## src/rtl/text_engine.sv

```systemverilog
// Text-mode instruction executor: runs cursor, write, clear, read-back and
// control-code opcodes against character VRAM through a req/ack port.
module text_engine #(
  parameter int unsigned COLS   = 80,
  parameter int unsigned ROWS   = 30,
  parameter int unsigned ADDR_W = 12
) (
  input  logic              clk,
  input  logic              reset_n,
  input  logic [7:0]        instruction,
  input  logic [7:0]        arg0,
  input  logic [7:0]        arg1,
  input  logic              instruction_start,
  output logic              instruction_busy,
  output logic              instruction_finished,
  output logic              instruction_error,
  output logic [7:0]        result_0,
  output logic [7:0]        result_1,
  output logic [7:0]        cursor_col,
  output logic [7:0]        cursor_row,
  output logic              vram_req,
  output logic              vram_we,
  output logic [ADDR_W-1:0] vram_addr,
  output logic [15:0]       vram_wdata,
  input  logic [15:0]       vram_rdata,
  input  logic              vram_ack
);

  localparam logic [7:0] OP_WRITE  = 8'h00;
  localparam logic [7:0] OP_POS    = 8'h01;
  localparam logic [7:0] OP_CLEAR  = 8'h02;
  localparam logic [7:0] OP_GET    = 8'h03;
  localparam logic [7:0] OP_CMD    = 8'h04;
  localparam logic [7:0] OP_LIMIT  = 8'h05;

  localparam logic [7:0] CMD_BS    = 8'h08;
  localparam logic [7:0] CMD_LF    = 8'h0A;
  localparam logic [7:0] CMD_CR    = 8'h0D;
  localparam logic [7:0] CHAR_SPC  = 8'h20;

  localparam logic [7:0]        COLS_B    = 8'(COLS);
  localparam logic [7:0]        ROWS_B    = 8'(ROWS);
  localparam logic [7:0]        COL_MAX   = 8'(COLS - 1);
  localparam logic [7:0]        ROW_MAX   = 8'(ROWS - 1);
  localparam logic [ADDR_W-1:0] LAST_ADDR = ADDR_W'(COLS * ROWS - 1);

  // EXEC is the single busy cycle of opcodes that never touch VRAM
  typedef enum logic [2:0] {
    S_IDLE,
    S_EXEC,
    S_WR,
    S_RD,
    S_CLR,
    S_DONE
  } state_t;

  state_t              state_q, state_d;
  logic                busy_q, busy_d;
  logic                fin_q, fin_d;
  logic                err_q, err_d;
  logic [7:0]          res0_q, res0_d;
  logic [7:0]          res1_q, res1_d;
  logic [7:0]          col_q, col_d;
  logic [7:0]          row_q, row_d;
  logic                req_q, req_d;
  logic                we_q, we_d;
  logic [ADDR_W-1:0]   addr_q, addr_d;
  logic [15:0]         wdata_q, wdata_d;
  logic [7:0]          op_q, op_d;
  logic [7:0]          a0_q, a0_d;
  logic [7:0]          a1_q, a1_d;

  function automatic logic in_range(input logic [7:0] col, input logic [7:0] row);
    return (col < COLS_B) && (row < ROWS_B);
  endfunction

  function automatic logic [ADDR_W-1:0] cell_addr(input logic [7:0] col, input logic [7:0] row);
    return ADDR_W'(row) * ADDR_W'(COLS) + ADDR_W'(col);
  endfunction

  // State and registered-output update
  always_ff @(posedge clk or negedge reset_n) begin
    if (!reset_n) begin
      state_q <= S_IDLE;
      busy_q  <= 1'b0;
      fin_q   <= 1'b0;
      err_q   <= 1'b0;
      res0_q  <= '0;
      res1_q  <= '0;
      col_q   <= '0;
      row_q   <= '0;
      req_q   <= 1'b0;
      we_q    <= 1'b0;
      addr_q  <= '0;
      wdata_q <= '0;
      op_q    <= '0;
      a0_q    <= '0;
      a1_q    <= '0;
    end else begin
      state_q <= state_d;
      busy_q  <= busy_d;
      fin_q   <= fin_d;
      err_q   <= err_d;
      res0_q  <= res0_d;
      res1_q  <= res1_d;
      col_q   <= col_d;
      row_q   <= row_d;
      req_q   <= req_d;
      we_q    <= we_d;
      addr_q  <= addr_d;
      wdata_q <= wdata_d;
      op_q    <= op_d;
      a0_q    <= a0_d;
      a1_q    <= a1_d;
    end
  end

  // Next-state and next-output logic
  always_comb begin
    state_d = state_q;
    busy_d  = busy_q;
    fin_d   = 1'b0;
    err_d   = err_q;
    res0_d  = res0_q;
    res1_d  = res1_q;
    col_d   = col_q;
    row_d   = row_q;
    req_d   = req_q;
    we_d    = we_q;
    addr_d  = addr_q;
    wdata_d = wdata_q;
    op_d    = op_q;
    a0_d    = a0_q;
    a1_d    = a1_q;

    case (state_q)
      S_IDLE: begin
        if (instruction_start && (instruction < OP_LIMIT)) begin
          busy_d = 1'b1;
          err_d  = 1'b0;
          op_d   = instruction;
          a0_d   = arg0;
          a1_d   = arg1;
          case (instruction)
            OP_WRITE: begin
              state_d = S_WR;
              req_d   = 1'b1;
              we_d    = 1'b1;
              addr_d  = cell_addr(col_q, row_q);
              wdata_d = {arg0, arg1};
            end
            OP_CLEAR: begin
              state_d = S_CLR;
              req_d   = 1'b1;
              we_d    = 1'b1;
              addr_d  = '0;
              wdata_d = {arg0, CHAR_SPC};
            end
            OP_GET: begin
              if (in_range(arg0, arg1)) begin
                state_d = S_RD;
                req_d   = 1'b1;
                we_d    = 1'b0;
                addr_d  = cell_addr(arg0, arg1);
              end else begin
                state_d = S_EXEC;
              end
            end
            default: state_d = S_EXEC;
          endcase
        end
      end

      S_EXEC: begin
        state_d = S_DONE;
        busy_d  = 1'b0;
        fin_d   = 1'b1;
        case (op_q)
          OP_POS: begin
            if (in_range(a0_q, a1_q)) begin
              col_d = a0_q;
              row_d = a1_q;
            end else begin
              err_d = 1'b1;
            end
          end
          OP_CMD: begin
            case (a0_q)
              CMD_BS: begin
                if (col_q != 8'd0) begin
                  col_d = col_q - 8'd1;
                end else if (row_q != 8'd0) begin
                  col_d = COL_MAX;
                  row_d = row_q - 8'd1;
                end
              end
              CMD_LF:  row_d = (row_q == ROW_MAX) ? 8'd0 : row_q + 8'd1;
              CMD_CR:  col_d = 8'd0;
              default: err_d = 1'b1;
            endcase
          end
          // only an out-of-range GET_TEXT_AT lands here
          default: err_d = 1'b1;
        endcase
      end

      S_WR: begin
        if (vram_ack) begin
          state_d = S_DONE;
          busy_d  = 1'b0;
          fin_d   = 1'b1;
          req_d   = 1'b0;
          if (col_q == COL_MAX) begin
            col_d = 8'd0;
            row_d = (row_q == ROW_MAX) ? 8'd0 : row_q + 8'd1;
          end else begin
            col_d = col_q + 8'd1;
          end
        end
      end

      S_RD: begin
        if (vram_ack) begin
          state_d = S_DONE;
          busy_d  = 1'b0;
          fin_d   = 1'b1;
          req_d   = 1'b0;
          res0_d  = vram_rdata[7:0];
          res1_d  = vram_rdata[15:8];
        end
      end

      S_CLR: begin
        if (vram_ack) begin
          if (addr_q == LAST_ADDR) begin
            state_d = S_DONE;
            busy_d  = 1'b0;
            fin_d   = 1'b1;
            req_d   = 1'b0;
            col_d   = 8'd0;
            row_d   = 8'd0;
          end else begin
            addr_d = addr_q + ADDR_W'(1);
          end
        end
      end

      S_DONE: state_d = S_IDLE;

      default: state_d = S_IDLE;
    endcase
  end

  assign instruction_busy     = busy_q;
  assign instruction_finished = fin_q;
  assign instruction_error    = err_q;
  assign result_0             = res0_q;
  assign result_1             = res1_q;
  assign cursor_col           = col_q;
  assign cursor_row           = row_q;
  assign vram_req             = req_q;
  assign vram_we              = we_q;
  assign vram_addr            = addr_q;
  assign vram_wdata           = wdata_q;

endmodule

```

## config.mk

```make
export PLATFORM = sky130hd
export DESIGN_NAME = text_engine
export DESIGN_NICKNAME = d
export VERILOG_FILES = /design/src/rtl/text_engine.sv
export SDC_FILE = /design/constraint.sdc
export NUM_CORES = 1
export LEC_CHECK = 0
export CELL_PAD_IN_SITES_DETAIL_PLACEMENT = 1
export CELL_PAD_IN_SITES_GLOBAL_PLACEMENT = 1
export CORE_AREA = 2 2 122 124
export CTS_BUF_LIST = sky130_fd_sc_hd__clkbuf_8 sky130_fd_sc_hd__clkbuf_16
export DETAILED_ROUTE_END_ITERATION = 8
export DIE_AREA = 0 0 124 126
export PLACE_DENSITY_LB_ADDON = 0.2
export SETUP_SLACK_MARGIN = 0.3
export SLEW_MARGIN = 20
export SYNTH_ARGS = -nofsm -noshare
export SYNTH_HDL_FRONTEND = slang
export SYNTH_SLANG_ARGS = --single-unit
export TNS_END_PERCENT = 20
```

## constraint.sdc

```tcl
create_clock -name clk -period 7.1 [get_ports clk]
set_clock_uncertainty 0.15 [all_clocks]
set_input_delay 0.71 -clock clk [delete_from_list [all_inputs] [get_ports clk]]
set_output_delay 0.71 -clock clk [all_outputs]
set_load 0.03 [all_outputs]
```

==> metrics, run 1 <==
gpl congestion=0.868; Setup crit end kind=flip-flop; WL/cell=22.1 um; worst-path fanout max=6; number of CTS-inserted buffers=9; status=completed; setup TNS=0 ps; CTS H-Tree Depth=3; critical path type=in2reg; setup slack, reg-to-reg=3750 ps; syn_area_per_cell=9.19 um2; slew margin rel.=34.6%; first-pass GRT wire length=33.6 mm; Slew @ Worst Pin=973 ps; r2r endpoint=cursor_row[5]$_DFFE_PN0P_; Power Dens Cells=367 nW/um2; chip height=126 um; initial drt markers=464; Yosys warning count=0; IR Drop Worst-Case VDD=0.000215 V; total power draw=2.82 mW; DP Worst Slack=3060 ps; post-route minimum period=3730 ps; Layout area overhead=23.5%; Post-synth EDFFs=0; most common cell after layout, fill and taps aside=clkdlybuf4s50_1; HP Class=in2async; CTS Hold Bufs=0; async set-reset flop share out of synthesis=100%; Primary FF master, synth=dfrtp_1; unrepaired setup endpoints after global routing=no; CP max stage cell=clkdlybuf4s50_1; DRT Pass-1 Iters=5; final hold violation count=0; syn_nets=760; root buffer cell=clkbuf_16; P_leak=3.36 nW; vias in the first global route=6070; DR vias=5830; FF-to-FF path depth=6; post-DP HPWL=15.3 mm; Yosys cell types=73; CP max stage delay=550 ps; DRC viols=0; Worst-Skew Late Latency=360 ps; Worst Path Required=7180 ps; Seq/Total Area, Yosys=37.0%; n_diodes=0; Synth Instances=678; post-CTS setup buffers=0; core box area=14300 um2; commonest cells after routing, fill and taps aside=clkdlybuf4s50_1, nand2_1, dfrtp_1, o21ai_0, ha_1; cell total after placement=938; total gr overflow=0; initial antenna violation count=0; CTS Sinks=92; Buf/Inv on CP=2; Setup violations, final=0; period utilisation layout=52.5%; nets@finish=848; Port Buffers=108; drt total wl=21.0 mm; CP cell instances=clkdlybuf4s50_1, ha_1, ha_1, inv_1, fa_1, xnor2_1, nor2b_1, nor4b_1, xnor3_1, a32oi_1, o211ai_1; sequential cell area=2300 um2; Post-CTS Resized=0; most used cell, CP=ha_1; Vias/cell=6.11; Max clock buf depth=2; worst setup margin=3370 ps; GRT Overall Usage=28.0%; hold slack final=182 ps; Fillers=1683; IO Count=109; num rows=44; Reg clk slew, reported paths=70 ps; Starting Density=43.5%; Multi-input gate area=3670 um2; CTS tree=built; full die area=15600 um2; largest net degree at the start of global routing=53; CP arrival=3810 ps; layout cells sized above 1=9.61%; ANT nets after route=0; Die X=124 um; #FFs+latches synth=92; Crit path max-delay family=adder cells; Slew Limit Fails=0; CP Launch Type=input pin; Synth Cell Area=6230 um2; fin cells=954; Peak Freq=268 MHz; Max Cap Viol=0; RR Startpoint=state_q[1]$_DFFE_PN0P_
-- flip-flops by register name (all words and copies together) (netlist names) --
| name | count |
|---|---|
| op_q | 8 |
| vram_we | 1 |
| a0_q | 8 |
| instruction_error | 1 |
| cursor_col | 8 |
| vram_addr | 12 |
| result_0 | 8 |
| state_q | 3 |
| result_1 | 8 |
| cursor_row | 8 |
| a1_q | 8 |
| vram_req | 1 |
| instruction_busy | 1 |
| instruction_finished | 1 |
| vram_wdata | 16 |
-- worst register-to-register path, cell delays in order (launching register included) --
cell and delay (ps):
dfrtp_1 730, nand2b_1 260, nor2_1 610, o31ai_1 410, o211ai_1 390, clkbuf_4 330
mux2_2 340
-- final cells by class --
cell class	count	share of cell area (%)
well taps	184	2.99
repair buffers	112	14.4
clock buffers	9	2.93
multi-input cells	528	47.7
flip-flops and latches	92	29.9
inverters	23	1.12
clock inverters	6	0.927
-- cells by family (layout without fill, tap and decap cells) --
logic type	Yosys count	in the layout	share of synthesized area, %
AOI/OAI and AO/OA	185	185	20.3
xor gates and xnor gates	26	26	3.88
adders and majority gates	38	38	8.12
buffers and inverters	58	150	4.34
DFF	92	92	37.0
muxes	30	30	5.44
and+or+nand+nor	249	249	21.0
-- routing by layer --
metal | GRT usage (%) | vias up | part of all wire [%]
met5 | 0 | - | 0
met4 | 10.0 | 0 | 2.5
met3 | 4.39 | 38 | 4.5
met2 | 43.8 | 179 | 49
met1 | 39.1 | 2937 | 44
li1 | - | 2676 | -
-- worst max path at each step --
stage / end / start / cells past startpoint / slack, ps
floorplan: vram_addr[11]$_DFFE_PN0P_ / arg1[1] / 10 / 4140
global placement: vram_addr[11]$_DFFE_PN0P_ / arg1[1] / 11 / 3410
detailed placement: vram_addr[11]$_DFFE_PN0P_ / arg1[1] / 11 / 3060
CTS: vram_addr[11]$_DFFE_PN0P_ / arg1[1] / 11 / 3370
global route: vram_addr[11]$_DFFE_PN0P_ / arg1[1] / 11 / 3170
finish: vram_addr[11]$_DFFE_PN0P_ / arg1[1] / 11 / 3370
-- power by group --
group | internal [mW] | switching, mW | total (mW)
logic | 0.589 | 0.855 | 1.44
clock network | 0.276 | 0.235 | 0.511
registers | 0.627 | 0.242 | 0.869
total | 1.49 | 1.33 | 2.82
-- stage by stage --
step / util [%] / cell area [um2]
CTS: 53.7 / 7680
global route: 53.7 / 7690
detailed placement: 51.6 / 7390
floorplan: - / 6230
finish: 53.7 / 7690
global placement: 51.6 / 7390
-- Yosys cell counts (8+ instances only) --
cell type,n,area share (%)
nand4_1,13,1.3
o21ai_0,44,3.5
ha_1,34,6.8
nor2b_1,9,0.90
nor4_1,9,0.90
clkbuf_1,22,1.3
and3_1,9,0.90
nor2_1,29,1.7
dfrtp_1,92,37
nand3_1,22,1.8
nand2_1,99,6.0
xor2_1,11,1.5
inv_1,23,1.4
nor3_1,14,1.1
a21o_1,8,0.96
a22o_1,13,1.8
xnor2_1,14,2.0
a21oi_1,30,2.4
mux2_2,27,4.9
a22oi_1,8,0.96
No activity file was read; power rests on OpenSTA's default activity.
==> inputs of run 2 (changes only) <==
--- a/config.mk
+++ b/config.mk
@@ -7,10 +7,10 @@
 export LEC_CHECK = 0
 export CELL_PAD_IN_SITES_DETAIL_PLACEMENT = 1
 export CELL_PAD_IN_SITES_GLOBAL_PLACEMENT = 1
-export CORE_AREA = 2 2 122 124
+export CORE_AREA = 2 2 127 129
 export CTS_BUF_LIST = sky130_fd_sc_hd__clkbuf_8 sky130_fd_sc_hd__clkbuf_16
 export DETAILED_ROUTE_END_ITERATION = 8
-export DIE_AREA = 0 0 124 126
+export DIE_AREA = 0 0 129 131
 export PLACE_DENSITY_LB_ADDON = 0.2
 export SETUP_SLACK_MARGIN = 0.3
 export SLEW_MARGIN = 20
==> constraint.sdc (replaced) <==
create_clock -name clk -period 3.7 [get_ports clk]
set_clock_uncertainty 0.15 [all_clocks]
set_input_delay 0.37 -clock clk [delete_from_list [all_inputs] [get_ports clk]]
set_output_delay 0.37 -clock clk [all_outputs]
set_load 0.03 [all_outputs]
==> run 2 against run 1 <==
  * Largest power group unchanged
  * Flip-flop and latch count did not move
  * Critical path depth did not move
  * Worst hold slack improved by 170 ps
  * Clock-buffer cell count did not move
  * Core utilization fell by 2.9 points
  * Highest routed layer unchanged
  * Via count barely moved
  * Sequential share of layout area fell by 0.88 points
  * Final area rose by 3.0%
  * Register-to-register slack got worse by 3000 ps
  * Power rose by 100%
  * Global-route usage fell by 2.4 points
==> metrics, run 2 (synthesized netlist as in run 1, its figures left out) <==
status=completed; Power Dens Cells=713 nW/um2 (+94%); core box area=15600 um2 (+9.0%); hold slack final=350 ps (+167 ps); vias in the first global route=6189 (+2.0%); post-route minimum period=3110 ps; final hold violation count=0 (unchanged); chip height=131 um (+4.0%); Slew Limit Fails=0 (unchanged); hold depth=1; Port Buffers=108 (unchanged); Post-CTS Resized=0 (unchanged); CP arrival=3190 ps (-620 ps); slew margin rel.=38.1% (+3.6 points); Comb pwr share=52.3% (+1.2 points); gpl congestion=0.892 (+2.8%); total gr overflow=0 (unchanged); Reg clk slew, reported paths=70 ps (about the same); Setup crit end kind=flip-flop; Slew @ Worst Pin=905 ps (-68.4 ps); worst-path fanout max=5 (-1); unrepaired setup endpoints after global routing=no; FF-to-FF path depth=9 (+3); GRT Overall Usage=25.5% (-2.4 points); n_diodes=0 (unchanged); layout cells sized above 1=11.5% (+1.9 points); number of CTS-inserted buffers=9 (unchanged); Pint=3.07 mW (+110%); DRT Pass-1 Iters=5 (unchanged); Worst-Skew Late Latency=360 ps (about the same); num rows=46 (+4.5%); WL/cell=20.9 um (-5.0%); Largest register FFs=16 (unchanged); drt total wl=21.0 mm (about the same); Worst Path Required=3780 ps (-3400 ps); Vias/cell=5.81 (-4.9%); CTS Sinks=92 (unchanged); HP Class=reg2reg; first-pass GRT wire length=33.6 mm (about the same); full die area=16900 um2 (+8.2%); P_leak=3.47 nW (+3.3%); ANT nets after route=0 (unchanged); IR Drop Worst-Case VDD=0.000457 V (+110%); Peak Freq=321 MHz; nets@finish=865 (+2.0%); DR vias=5835 (+0.086%); sequential share of power=27.9% (-2.9 points); Starting Density=39.9% (-3.6 points); Multi-input gate area=3670 um2 (unchanged); Setup violations, final=0 (unchanged); Max clock buf depth=2 (unchanged); power share of the clock group=19.8% (+1.7 points); sequential cell area=2300 um2 (unchanged); CP Launch Type=input pin; Net Sw Frac=45.7% (-1.5 points); IO Count=109 (unchanged); post-DP HPWL=15.5 mm (+1.4%); commonest cells after routing, fill and taps aside=clkdlybuf4s50_1, nand2_1, dfrtp_1, o21ai_0, ha_1; most common cell after layout, fill and taps aside=clkdlybuf4s50_1; Psw=2.58 mW (+94%); Fillers=1786 (+6.1%); initial drt markers=365 (-21%); CTS tree=built; Max Cap Viol=0 (unchanged); Die X=129 um (+4.0%); root buffer cell=clkbuf_16; CTS H-Tree Depth=3 (unchanged); worst setup margin=587 ps (-2790 ps); initial antenna violation count=0 (unchanged); setup TNS=0 ps (unchanged); DRC viols=0 (unchanged); Layout area overhead=27.2%; largest net degree at the start of global routing=77 (+45%); period utilisation layout=84.1%; DP Worst Slack=214 ps (-2840 ps); critical path type=in2reg
run 2: cell types whose count changed in the layout (fill, tap and decap cells not counted), sizes merged:
cell | before | now
bufinv | 1 | 3
dlygate4sd3 | 0 | 1
clkbuf | 10 | 9
inv | 26 | 25
buf | 4 | 21
run 2: metrics by stage:
stage	power [mW]	instance area (um2)	instances	utilization, %
2_1_floorplan	3.47	6230	678	-
3_3_place_gp	4.38	7550	986	48.4
3_5_place_dp	4.48	7550	986	48.4
4_1_cts	5.65	7900	1002	50.6
5_1_grt	6.01	7930	1004	50.8
6_report	5.65	7930	1004	50.8
run 2: layout make-up:
type	instances	share of cell area, %
multi-input cells	528	46.3
flip-flops and latches	92	29.0
repair buffers	129	15.8
well taps	216	3.41
clock buffers	9	2.84
clock inverters	7	1.55
inverters	23	1.09
run 2: final timing paths:
kind / start / endpoint / slack (ps)
max: arg1[3] / vram_addr[11]$_DFFE_PN0P_ / 590
max in group asynchronous: reset_n / vram_addr[11]$_DFFE_PN0P_ / 2120
min in group asynchronous: reset_n / cursor_row[0]$_DFFE_PN0P_ / 370
min: op_q[3]$_DFFE_PN0P_ / op_q[3]$_DFFE_PN0P_ / 350
max reg2reg: cursor_row[0]$_DFFE_PN0P_ / vram_addr[10]$_DFFE_PN0P_ / 740
min reg2reg: op_q[3]$_DFFE_PN0P_ / op_q[3]$_DFFE_PN0P_ / 350
run 2: per-layer routing:
metal / vias to the layer above / part of all wire, % / global-route usage (%)
met5: - / 0 / 0
met4: 0 / 1.6 / 9.08
met3: 30 / 3.9 / 3.26
met2: 130 / 49 / 42.4
met1: 2965 / 45 / 34.4
li1: 2710 / - / -
run 2: critical path, stage by stage:
cell and delay [ps]:
clkdlybuf4s50_1 510, ha_1 330, ha_1 170, inv_1 60
fa_1 410, xnor2_1 240, nor2b_1 260, nor4b_1 310
xnor3_1 260, a32oi_1 170, o211ai_1 100
run 2: timing repair:
| item | 4_1_cts | 5_1_grt |
|---|---|---|
| buffers inserted | 0 | 0 |
| endpoints found under the hold margin | 0 | 34 |
| hold buffers | 0 | 1 |
run 2: power by group through the flow:
stage,sequential (mW),combinational (mW),clock [mW]
after floorplan,1.73,1.73,0
after global placement,1.57,2.81,0
after detailed placement,1.58,2.90,0
after CTS,1.57,2.94,1.13
after global routing,1.61,3.24,1.17
final,1.58,2.95,1.12
==> inputs of run 3 (changes only) <==
--- a/config.mk
+++ b/config.mk
@@ -7,10 +7,10 @@
 export LEC_CHECK = 0
 export CELL_PAD_IN_SITES_DETAIL_PLACEMENT = 1
 export CELL_PAD_IN_SITES_GLOBAL_PLACEMENT = 1
-export CORE_AREA = 2 2 127 129
+export CORE_AREA = 2 2 133 135
 export CTS_BUF_LIST = sky130_fd_sc_hd__clkbuf_8 sky130_fd_sc_hd__clkbuf_16
 export DETAILED_ROUTE_END_ITERATION = 8
-export DIE_AREA = 0 0 129 131
+export DIE_AREA = 0 0 135 137
 export PLACE_DENSITY_LB_ADDON = 0.2
 export SETUP_SLACK_MARGIN = 0.3
 export SLEW_MARGIN = 20
==> constraint.sdc (replaced) <==
create_clock -name clk -period 2.5 [get_ports clk]
set_clock_uncertainty 0.15 [all_clocks]
set_input_delay 0.25 -clock clk [delete_from_list [all_inputs] [get_ports clk]]
set_output_delay 0.25 -clock clk [all_outputs]
set_load 0.03 [all_outputs]
==> run 3 against run 2 <==
  * The run now ends with setup timing left
  * Routed wire length up 18%
  * Via count up 11%
  * Die area up 9.4%
  * Sequential share of layout area down 5.0 points
  * Final area up 21%
  * Flip-flop and latch count unchanged
  * Clock power up 29%
  * Setup slack worse by 680 ps
  * Power up 78%
  * Sequential power up 34%
==> metrics, run 3 (synthesized netlist as in run 1, its figures left out) <==
status=finished with violations; failing checks=setup timing; HP Class=in2reg; WL/cell=21.8 um (+3.9%); worst-path fanout max=6 (+1); Final Util=56.4% (+5.6 points); initial antenna violation count=0 (unchanged); design area=9620 um2 (+21%); FF-to-FF path depth=10 (+1); DR vias=6503 (+11%); Reg clk slew, reported paths=70 ps (about the same); worst setup margin=-91.8 ps (-679 ps); DRT Pass-1 Iters=4 (-1); Worst Path Required=2570 ps (-1210 ps); Port Buffers=108 (unchanged); n_diodes=0 (unchanged); slew margin rel.=51.6% (+13 points); Power Dens Cells=1050 nW/um2 (+47%); P_leak=4.27 nW (+23%); period utilisation layout=104%; drt total wl=24.8 mm (+18%); largest net degree at the start of global routing=40 (-48%); CP cell instances=buf_4, inv_4, buf_4, fa_1, nor2b_1, o21ai_1, a21boi_2, xnor2_1, a2111oi_2, nor3_1; IO Count=109 (unchanged); Vias/cell=5.70 (-1.9%); gpl congestion=0.893 (about the same); unrepaired setup endpoints after global routing=yes; RR Startpoint=cursor_row[1]$_DFFE_PN0P_; critical path type=reg2reg; CP max stage delay=450 ps (-60 ps); num rows=48 (+4.3%); CP Launch Type=flip-flop; hold slack final=130 ps (-220 ps); dpl cell area=8550 um2 (+13%); r2r endpoint=vram_addr[10]$_DFFE_PN0P_; commonest cells after routing, fill and taps aside=buf_4, clkdlybuf4s50_1, nand2_1, dfrtp_1, o21ai_0; CP arrival=2660 ps (-530 ps); CTS tree=built; post-DP HPWL=18.1 mm (+16%); Worst-Skew Late Latency=360 ps (about the same); sequential cell area=2310 um2 (+0.43%); Fillers=1915 (+7.2%); Peak Freq=386 MHz; Max Cap Viol=0 (unchanged); Slew Limit Fails=0 (unchanged); setup TNS=-236 ps (-236 ps); Min-Delay Startpoint=instruction[2]; Setup violations, final=3 (+3); vias in the first global route=7025 (+14%); core box area=17100 um2 (+9.4%); Slew @ Worst Pin=724 ps (-181 ps); Die X=135 um (+4.7%); GRT Overall Usage=26.7% (+1.2 points); CTS Sinks=92 (unchanged); chip height=137 um (+4.6%); CTS H-Tree Depth=3 (unchanged); Max clock buf depth=2 (unchanged); most used cell, CP=buf_4; layout cells sized above 1=34.6% (+23 points); most common cell after layout, fill and taps aside=buf_4; total gr overflow=0 (unchanged); initial drt markers=307 (-16%); nets@finish=993 (+15%); first-pass GRT wire length=38.2 mm (+14%); hold depth=4 (+3); Multi-input gate area=4320 um2 (+18%); Largest register FFs=16 (unchanged); Setup crit end kind=flip-flop; Starting Density=36.5% (-3.4 points); CP max stage cell=fa_1; Layout area overhead=54.5%; ANT nets after route=0 (unchanged); final hold violation count=0 (unchanged); number of CTS-inserted buffers=9 (unchanged); full die area=18500 um2 (+9.4%); setup slack, reg-to-reg=-90 ps (-830 ps); IR Drop Worst-Case VDD=0.000449 V (-1.6%); post-route minimum period=2590 ps; DRC viols=0 (unchanged); root buffer cell=clkbuf_16; hold endpoint=op_q[2]$_DFFE_PN0P_
run 3: cell types whose count changed in the layout (fill, tap and decap cells not counted), moves of 7 or more:
cell             change
buf_4              +108
buf_6               +16
clkdlybuf4s50_1      -9
dfrtp_1              -8
dfrtp_2              +8
dlymetal6s2s_1       +7
ha_1                -14
ha_4                +10
o21ai_0             -11
run 3: final cells by class:
cell class,instances,share of cell area [%]
multi-input combinational,529,44.9
clock buffer,10,2.48
timing repair buffer,256,24.1
clock inverter,6,0.676
sequential,92,24.0
tap,225,2.93
inverter,23,0.923
run 3: how the worst max path moves through the flow:
stage                                    from  depth (start not counted)  slack [ps]                         to
detailed placement                    arg1[3]                         10        -600  vram_addr[10]$_DFFE_PN0P_
finish              cursor_row[1]$_DFFE_PN0P_                         10         -90  vram_addr[10]$_DFFE_PN0P_
global route        cursor_row[1]$_DFFE_PN0P_                         10        -170  vram_addr[10]$_DFFE_PN0P_
CTS                 cursor_row[1]$_DFFE_PN0P_                         10         -80  vram_addr[11]$_DFFE_PN0P_
global placement                      arg1[2]                         11        -470  vram_addr[11]$_DFFE_PN0P_
floorplan           cursor_row[1]$_DFFE_PN0P_                          9         -40  vram_addr[10]$_DFFE_PN0P_
run 3: through the flow:
step | setup slack (ps) | power [mW] | std cells
2_1_floorplan | -41.1 | 5.25 | 678
3_3_place_gp | -469 | 7.44 | 1106
3_5_place_dp | -597 | 7.68 | 1106
4_1_cts | -83.3 | 9.56 | 1137
5_1_grt | -173 | 10.6 | 1141
6_report | -91.8 | 10.1 | 1141
run 3: timing repair:
item,CTS,global route
endpoints found under the hold margin,34,0
cloned,3,0
setup buffers,11,4
pin swaps,24,38
gates resized for setup,63,79
endpoints found under the setup margin,31,43
hold buffers,1,0
run 3: metal layers:
metal,global-route usage [%],vias to the layer above,routed length [um]
met5,0,-,0
li1,-,2956,-
met1,32.5,3322,10600
met4,10.2,0,724
met3,4.93,53,1010
met2,46.9,172,12500
run 3: power by group:
group	internal [mW]	total, mW	switching [mW]
combinational	2.89	6.51	3.63
clock	0.804	1.44	0.635
sequential	1.80	2.11	0.315
total	5.49	10.1	4.58
run 3: critical path, delay by kind of cell, from the launching register on:
family | cells | cell delay [ps]
fa+ha+maj | 1 | 450
flops | 1 | 400
simple gates | 2 | 320
compound gates | 3 | 650
buf+inv | 3 | 340
xor+xnor | 1 | 140
